### src/rtl/manchester_tx_pkg.sv
// manchester_tx_pkg: shared types and helpers for the Manchester transmit scheduler
//   state_t    - scheduler FSM states
//   CHIPS      - chips per encoded byte
//   man_encode - byte to 16-chip word, chip 15 is the high chip of the MSB
package manchester_tx_pkg;

    typedef enum logic [1:0] {IDLE, SYNC, DATA, GAP} state_t;

    localparam int CHIPS = 16;

    function automatic logic [15:0] man_encode(input logic [7:0] b);
        logic [15:0] r;
        for (int i = 0; i < 8; i++) r[2*i +: 2] = b[i] ? 2'b10 : 2'b01;
        return r;
    endfunction

endpackage

### src/rtl/manchester_chip_timer.sv
// manchester_chip_timer: chip-period divider producing one tick per div+1 cycles
//   clk, rst_n - clock, asynchronous active-low reset
//   clr        - hold the divider at zero
//   div        - period minus one
//   tick       - high in the last cycle of each chip period
module manchester_chip_timer #(
    parameter int DIV_W = 8
) (
    input  logic             clk,
    input  logic             rst_n,
    input  logic             clr,
    input  logic [DIV_W-1:0] div,
    output logic             tick
);

    logic [DIV_W-1:0] cnt;

    assign tick = cnt == div;

    // wrapping on the tick rather than on overflow keeps div = all-ones a full period
    always_ff @(posedge clk or negedge rst_n)
        if (!rst_n) cnt <= '0;
        else if (clr || tick) cnt <= '0;
        else cnt <= cnt + 1'b1;

endmodule

### src/rtl/manchester_tx_sched.sv
// manchester_tx_sched: round-robin byte arbiter, sync framing and Manchester chip serializer
//   req0_*/req1_* - byte requesters, ready is combinational and only asserted in IDLE
//   div_i         - chip period minus one, captured at accept
//   line_o        - registered chip stream, line_en_o high during sync/data chips
//   busy_o        - not IDLE; grant_o - owner of current/last frame
//   frame_done_o  - one-cycle pulse in the first gap cycle
module manchester_tx_sched
    import manchester_tx_pkg::*;
#(
    parameter logic [7:0] SYNC_BYTE = 8'hD5,
    parameter int         GAP_CHIPS = 4,
    parameter int         DIV_W     = 8
) (
    input  logic             clk,
    input  logic             rst_n,
    input  logic             req0_valid,
    input  logic [7:0]       req0_data,
    output logic             req0_ready,
    input  logic             req1_valid,
    input  logic [7:0]       req1_data,
    output logic             req1_ready,
    input  logic [DIV_W-1:0] div_i,
    output logic             line_o,
    output logic             line_en_o,
    output logic             busy_o,
    output logic             grant_o,
    output logic             frame_done_o
);

    localparam logic [3:0] LAST_CHIP = 4'(CHIPS - 1);
    localparam logic [3:0] GAP_LAST  = 4'(GAP_CHIPS - 1);

    state_t           state, state_d;
    logic [3:0]       chip;
    logic [15:0]      shreg;
    logic [7:0]       data_q;
    logic [DIV_W-1:0] div_q;
    logic             last_grant, win, idle, acc, tick, last;

    // readys are held low while reset is asserted even though state already reads IDLE
    assign idle       = rst_n && state == IDLE;
    assign win        = (req0_valid && req1_valid) ? ~last_grant : req1_valid;
    assign req0_ready = idle && req0_valid && !win;
    assign req1_ready = idle && req1_valid && win;
    assign acc        = req0_ready || req1_ready;
    assign last       = chip == LAST_CHIP;
    assign busy_o     = state != IDLE;
    assign line_o     = shreg[15];

    manchester_chip_timer #(.DIV_W(DIV_W)) u_timer (
        .clk  (clk),
        .rst_n(rst_n),
        .clr  (state == IDLE),
        .div  (div_q),
        .tick (tick)
    );

    always_ff @(posedge clk or negedge rst_n)
        if (!rst_n) state <= IDLE;
        else state <= state_d;

    always_comb begin
        state_d = state;
        case (state)
            IDLE:    if (acc) state_d = SYNC;
            SYNC:    if (tick && last) state_d = DATA;
            DATA:    if (tick && last) state_d = GAP;
            GAP:     if (tick && chip == GAP_LAST) state_d = IDLE;
            default: state_d = IDLE;
        endcase
    end

    // the shift register drives the line directly; it drains to zero by the end of DATA
    always_ff @(posedge clk or negedge rst_n)
        if (!rst_n) begin
            chip         <= '0;
            shreg        <= '0;
            data_q       <= '0;
            div_q        <= '0;
            grant_o      <= 1'b0;
            last_grant   <= 1'b1;
            line_en_o    <= 1'b0;
            frame_done_o <= 1'b0;
        end else begin
            frame_done_o <= state == DATA && tick && last;
            if (acc) begin
                data_q     <= win ? req1_data : req0_data;
                div_q      <= div_i;
                grant_o    <= win;
                last_grant <= win;
                shreg      <= man_encode(SYNC_BYTE);
                chip       <= '0;
                line_en_o  <= 1'b1;
            end else if (tick && state != IDLE) begin
                chip      <= (state != GAP && last) ? 4'd0 : chip + 4'd1;
                shreg     <= (state == SYNC && last) ? man_encode(data_q) : shreg << 1;
                line_en_o <= (state == DATA && last) ? 1'b0 : line_en_o;
            end
        end

endmodule

### config.mk
export PLATFORM = sky130hd
export DESIGN_NAME = manchester_tx_sched
export DESIGN_NICKNAME = d
export VERILOG_FILES = /design/src/rtl/manchester_tx_pkg.sv /design/src/rtl/manchester_chip_timer.sv /design/src/rtl/manchester_tx_sched.sv
export SDC_FILE = /design/constraint.sdc
export NUM_CORES = 1
export LEC_CHECK = 0
export ABC_CLOCK_PERIOD_IN_PS = 5300
export BUFFER_PORTS_ARGS = -buffer_cell sky130_fd_sc_hd__clkbuf_2
export CAP_MARGIN = 10
export CORE_ASPECT_RATIO = 1.4
export CORE_MARGIN = 10
export CORE_UTILIZATION = 45
export DETAILED_ROUTE_END_ITERATION = 6
export PLACE_DENSITY = 0.71
export RECOVER_POWER = 100
export SYNTH_ARGS = -nofsm -noshare
export SYNTH_HDL_FRONTEND = slang
export SYNTH_SLANG_ARGS = --single-unit
export TNS_END_PERCENT = 10
### constraint.sdc
create_clock -name clk -period 5.3 [get_ports clk]
set_input_delay 0.53 -clock clk [delete_from_list [all_inputs] [get_ports clk]]
set_output_delay 0.53 -clock clk [all_outputs]
set_load 0.02 [all_outputs]
==> results of run 1 <==
-- layer usage --
layer	routed length, um	GRT usage	share of wire
met1	2140	0.117	0.44
met2	2460	0.190	0.51
met3	148	0.0299	0.031
met4	59	0.0402	0.012
met5	0	0	0
-- kinds of logic after synthesis --
group           synth area share
mux                       0.0748
simple gates               0.173
flops                      0.496
xor+xnor                  0.0634
buf+inv                   0.0351
fa+ha+maj                 0.0297
compound gates             0.129
-- metrics by stage --
step / util / power [mW] / cells / hold slack [ps] / worst slack [ps]
floorplan: - / 1.07 / 253 / 234 / 3520
detailed placement: 0.501 / 1.20 / 347 / 468 / 2860
CTS: 0.521 / 1.46 / 355 / 357 / 2940
global placement: 0.501 / 1.18 / 347 / 453 / 2870
finish: 0.513 / 1.42 / 355 / 330 / 2060
global route: 0.513 / 1.54 / 355 / 381 / 1590
-- sequential cells by signal, summed over array words and instances, names as in the netlist --
| register | count |
|---|---|
| shreg | 16 |
| data_q | 8 |
| div_q | 8 |
| u_timer.cnt | 8 |
| chip | 4 |
| state | 2 |
| frame_done_o | 1 |
| grant_o | 1 |
| last_grant | 1 |
| line_en_o | 1 |
-- cells in the mapped netlist, types with 2 or more instances --
library cell	n
a21oi_1	5
xnor2_2	5
nand2b_1	3
nor2_1	28
ha_1	6
xnor2_1	4
mux2i_1	11
buf_2	5
and3_1	5
inv_1	9
a21o_1	2
clkbuf_1	5
nand3_1	12
xor2_1	5
mux2_2	7
dfrtp_1	49
o21ai_0	19
o211ai_1	2
nand2_1	44
a31oi_1	8
-- how the worst max path moves through the flow --
| stage | from | endpoint | slack [ps] | cells past startpoint |
|---|---|---|---|---|
| floorplan | state[0] | req0_ready | 3520 | 5 |
| global placement | rst_n | shreg[4] | 2870 | 6 |
| detailed placement | rst_n | shreg[8] | 2860 | 6 |
| CTS | state[0] | req0_ready | 2940 | 5 |
| global route | state[1] | shreg[7] | 1590 | 7 |
| finish | state[0] | shreg[8] | 2060 | 6 |
-- final cells by class --
class / count / share of cell area
clock inverters: 3 / 0.0142
clock buffers: 5 / 0.0244
well taps: 68 / 0.0302
repair buffers: 37 / 0.0640
inverters: 9 / 0.0120
flip-flops and latches: 50 / 0.445
multi-input cells: 183 / 0.410
-- power breakdown --
part | switching, mW | leakage [nW] | internal, mW
combinational | 0.293 | 0.641 | 0.226
clock | 0.123 | 0.0579 | 0.139
sequential | 0.107 | 0.623 | 0.529
==> impl_metrics.tcl, run 1 <==
set metrics [dict create \
    clkSinkCount 50 \
    diodes 0 \
    path_clk_slew_ps 90 \
    synthArstFlopShare 1.00 \
    skew_ps 3.63 \
    fin_nets 320 \
    wl_per_cell_um 13.5 \
    grt_max_degree 56 \
    setup-violations-final 0 \
    n_fill_cell 513 \
    power.density_nw_per_um2 503 \
    grt_pass1_wl_mm 8.07 \
    reg2reg_to "shreg[8]" \
    seq_area_frac_synth 0.496 \
    p_leak_nw 1.32 \
    rsz0062_at_grt "false" \
    path_max_fanout 37 \
    layout-drive-gt1-share 0.188 \
    ir_drop_uv 238 \
    start_kind "flip-flop" \
    hold_viol_final 0 \
    dieArea_um2 9060 \
    synth_top_flop_cell "dfrtp_1" \
    syn-num-nets 287 \
    path_class "reg -> reg" \
    drt_wl_total_mm 4.81 \
    ant_nets 0 \
    hold_class "in -> async" \
    cts_setup_buffers 0 \
    violations "max-capacitance violations, max-slew violations" \
    clock.fmax_mhz 308 \
    hold_buffers 0 \
    layout_common_cells "dfrtp_1, nand2_1, nor2_1, clkbuf_2, o21ai_0" \
    cts_inserted_buffers 5 \
    layout_commonest_cell "dfrtp_1" \
    crit_chain "inv_1 > ha_1 > o211ai_1 > clkbuf_1 > o31ai_2 > mux2_2" \
    design.core.area_um2 5490 \
    portBuffers 34 \
    syn-cell-area_um2 2530 \
    syn_inst 253 \
    grt_use_total 0.106 \
    crit_family "buffers and inverters" \
    min_period_ps 3240 \
    clk_path_buf_depth 2 \
    initial_core_util 0.461 \
    fin_tns_setup_ps 0 \
    rrSetupSlack_ps 2060 \
    slew_headroom -0.0408 \
    cpMaxStageDelayCell "clkbuf_1" \
    end_kind "flip-flop" \
    drv_slew 28 \
    vias 1806 \
    first_global_vias 1824 \
    finalCritPeriodShare 0.612 \
    arrival_ps 3430 \
    synth.distinct_cells 39 \
    crit_required_ps 5490 \
    cp_slowest_stage_delay_ps 1040 \
    hpwl_mm 3.44 \
    worst_pin_slew_ps 1550 \
    multiInputGateArea_um2 1150 \
    netlist.area_leader.share 0.485 \
    yosysWarnings 0 \
    r2r_start "state[0]" \
    floorplan.die.width_um 83.3 \
    grt_overflow 0 \
    cts.htree.levels 2 \
    crit_buf_inv 2 \
    synth.ff_latch_count 50 \
    yosys.area.top_type "dfrtp_1" \
    routabilityCongestion 0.840 \
    regArea_um2 1250 \
    dpl_cell_area_um2 2750 \
    root_buffer "clkbuf_8" \
    cts.repair.resized 0 \
    cts_tree "yes" \
    drt-vias-per-instance 5.09 \
    antenna_found_initial 0 \
    dr.first_iter.drc_count 75 \
    design_area_um2 2820 \
    die_h_um 109 \
    ios 35 \
    synthTopCellsByArea "dfrtp_1, nand2_1, mux2i_1, nor2_1, o21ai_0" \
    drcViolationCount 0 \
    syn_to_final_growth_pct 11.4 \
    synth_edf_count 0 \
    ff2ff_path_depth 6 \
    firstDrtPassIters 4 \
    rows 32 \
    max_cap_violations 1 \
    syn_avg_cell_area_um2 9.99 \
    status "finished with violations" \
    clk_latency_ps 300 \
]
(Power assumes the default switching activity.)
==> run 2, diff against run 1 <==
--- a/config.mk
+++ b/config.mk
@@ -5,7 +5,7 @@
 export SDC_FILE = /design/constraint.sdc
 export NUM_CORES = 1
 export LEC_CHECK = 0
-export ABC_CLOCK_PERIOD_IN_PS = 5300
+export ABC_CLOCK_PERIOD_IN_PS = 3250
 export BUFFER_PORTS_ARGS = -buffer_cell sky130_fd_sc_hd__clkbuf_2
 export CAP_MARGIN = 10
 export CORE_ASPECT_RATIO = 1.4
==> constraint.sdc (replaced) <==
create_clock -name clk -period 3.25 [get_ports clk]
set_input_delay 0.325 -clock clk [delete_from_list [all_inputs] [get_ports clk]]
set_output_delay 0.325 -clock clk [all_outputs]
set_load 0.02 [all_outputs]
==> impl_metrics.tcl, run 2 (synthesized netlist as in run 1, its figures left out) <==
set metrics [dict create \
    vias 1836 \
    n_fill_cell 513 \
    drcViolationCount 0 \
    fin_nets 322 \
    crit_chain "dlygate4sd3_1 > clkbuf_2 > o211ai_1 > o31ai_2 > buf_4 > nor2_1 > a31oi_1" \
    clk_latency_ps 320 \
    die_h_um 109 \
    min-delay-start "div_i[1]" \
    skew_ps 17.5 \
    drt-vias-per-instance 5.14 \
    clkSinkCount 50 \
    cts_tree "yes" \
    crit_required_ps 3500 \
    cts_inserted_buffers 5 \
    portBuffers 34 \
    grt_use_total 0.113 \
    root_buffer "clkbuf_8" \
    cts.repair.resized 0 \
    grt_overflow 0 \
    design_area_um2 2820 \
    cpMaxStageDelayCell "dlygate4sd3_1" \
    syn_to_final_growth_pct 11.6 \
    top_register "shreg" \
    clock.fmax_mhz 421 \
    arrival_ps 2620 \
    status "completed" \
    drt_wl_total_mm 4.93 \
    path_clk_slew_ps 110 \
    end_kind "flip-flop" \
    hpwl_mm 3.74 \
    cts.htree.levels 2 \
    setup-violations-final 0 \
    ant_nets 0 \
    hold_class "in -> reg" \
    dr.first_iter.drc_count 56 \
    crit_family "buffers and inverters" \
    rows 32 \
    dp_worst_setup_slack_ps 1130 \
    start_kind "primary input" \
    design.core.area_um2 5490 \
    p_leak_nw 1.32 \
    regArea_um2 1250 \
    cp_slowest_stage_delay_ps 520 \
    ios 35 \
    antenna_found_initial 0 \
    firstDrtPassIters 4 \
    worst_pin_slew_ps 1050 \
    timing.hold.ws_ps 201 \
    largest_reg_flops 16 \
    clk_path_buf_depth 2 \
    fin_tns_setup_ps 0 \
    first_global_vias 1898 \
    initial_core_util 0.461 \
    routabilityCongestion 0.864 \
    layout_commonest_cell "dfrtp_1" \
    min_period_ps 2380 \
    fin_ws_ps 875 \
    grt_max_degree 35 \
    diodes 0 \
    multiInputGateArea_um2 1150 \
    dpl_cell_area_um2 2760 \
    finalCritPeriodShare 0.731 \
    power.density_nw_per_um2 805 \
    grt_pass1_wl_mm 8.56 \
    layout_common_cells "dfrtp_1, nand2_1, nor2_1, clkbuf_2, o21ai_0" \
    r2r_start "u_timer.cnt[2]" \
    rsz0062_at_grt "false" \
    crit_buf_inv 3 \
    path_class "in -> reg" \
    ir_drop_uv 491 \
    hold_viol_final 0 \
    slew_headroom 0.299 \
    layout-drive-gt1-share 0.194 \
    max_cap_violations 0 \
    dieArea_um2 9060 \
    path_max_fanout 22 \
    floorplan.die.width_um 83.3 \
    drv_slew 0 \
    wl_per_cell_um 13.8 \
    crit_path_start "rst_n" \
]
## run 2: power breakdown
group          switching, mW  total (mW)  internal, mW
combinational          0.479       0.852         0.373
clock                  0.220       0.378         0.159
sequential             0.176        1.04         0.862
total                  0.875        2.27          1.39
## run 2: what timing repair did
item,in CTS,in global routing
hold buffers,1,0
endpoints found under the setup margin,0,0
buffers inserted,0,0
endpoints found under the hold margin,16,0
## run 2: per-layer routing
metal | vias to the layer above | routed length (um) | global-route usage
met2 | 40 | 2580 | 0.202
met4 | 0 | 90 | 0.0561
met3 | 9 | 219 | 0.0261
met1 | 853 | 2040 | 0.123
li1 | 934 | - | -
met5 | - | 0 | 0
## run 2: worst paths after layout
kind,to,slack (ps),depth (start not counted)
setup / recovery,shreg[6],870,7
hold / removal,div_q[1],200,3
setup reg to reg,shreg[6],890,6
hold reg to reg,data_q[6],490,2
max in group asynchronous,last_grant,1940,3
min in group asynchronous,shreg[11],490,2
## run 2: per-stage QoR
stage               utilization  cells  total power, mW
global route              0.514    357             2.47
finish                    0.514    357             2.27
global placement          0.503    348             1.94
CTS                       0.522    357             2.35
floorplan                     -    253             1.74
detailed placement        0.503    348             1.97
## run 2: final cells by class
type                            instances  share of cell area
Tap cell                               68              0.0302
Clock buffer                            5              0.0244
Timing Repair Buffer                   39              0.0705
Clock inverter                          3             0.00932
Multi-Input combinational cell        183               0.409
Sequential cell                        50               0.444
Inverter                                9              0.0120
## run 2: worst register-to-register path, cell delays in order, from the launching register on
cell and delay [ps]:
dfrtp_1 460, xnor2_2 140, nand4_1 280, o31ai_2 920
buf_4 310, nor2_1 50, a31oi_1 140
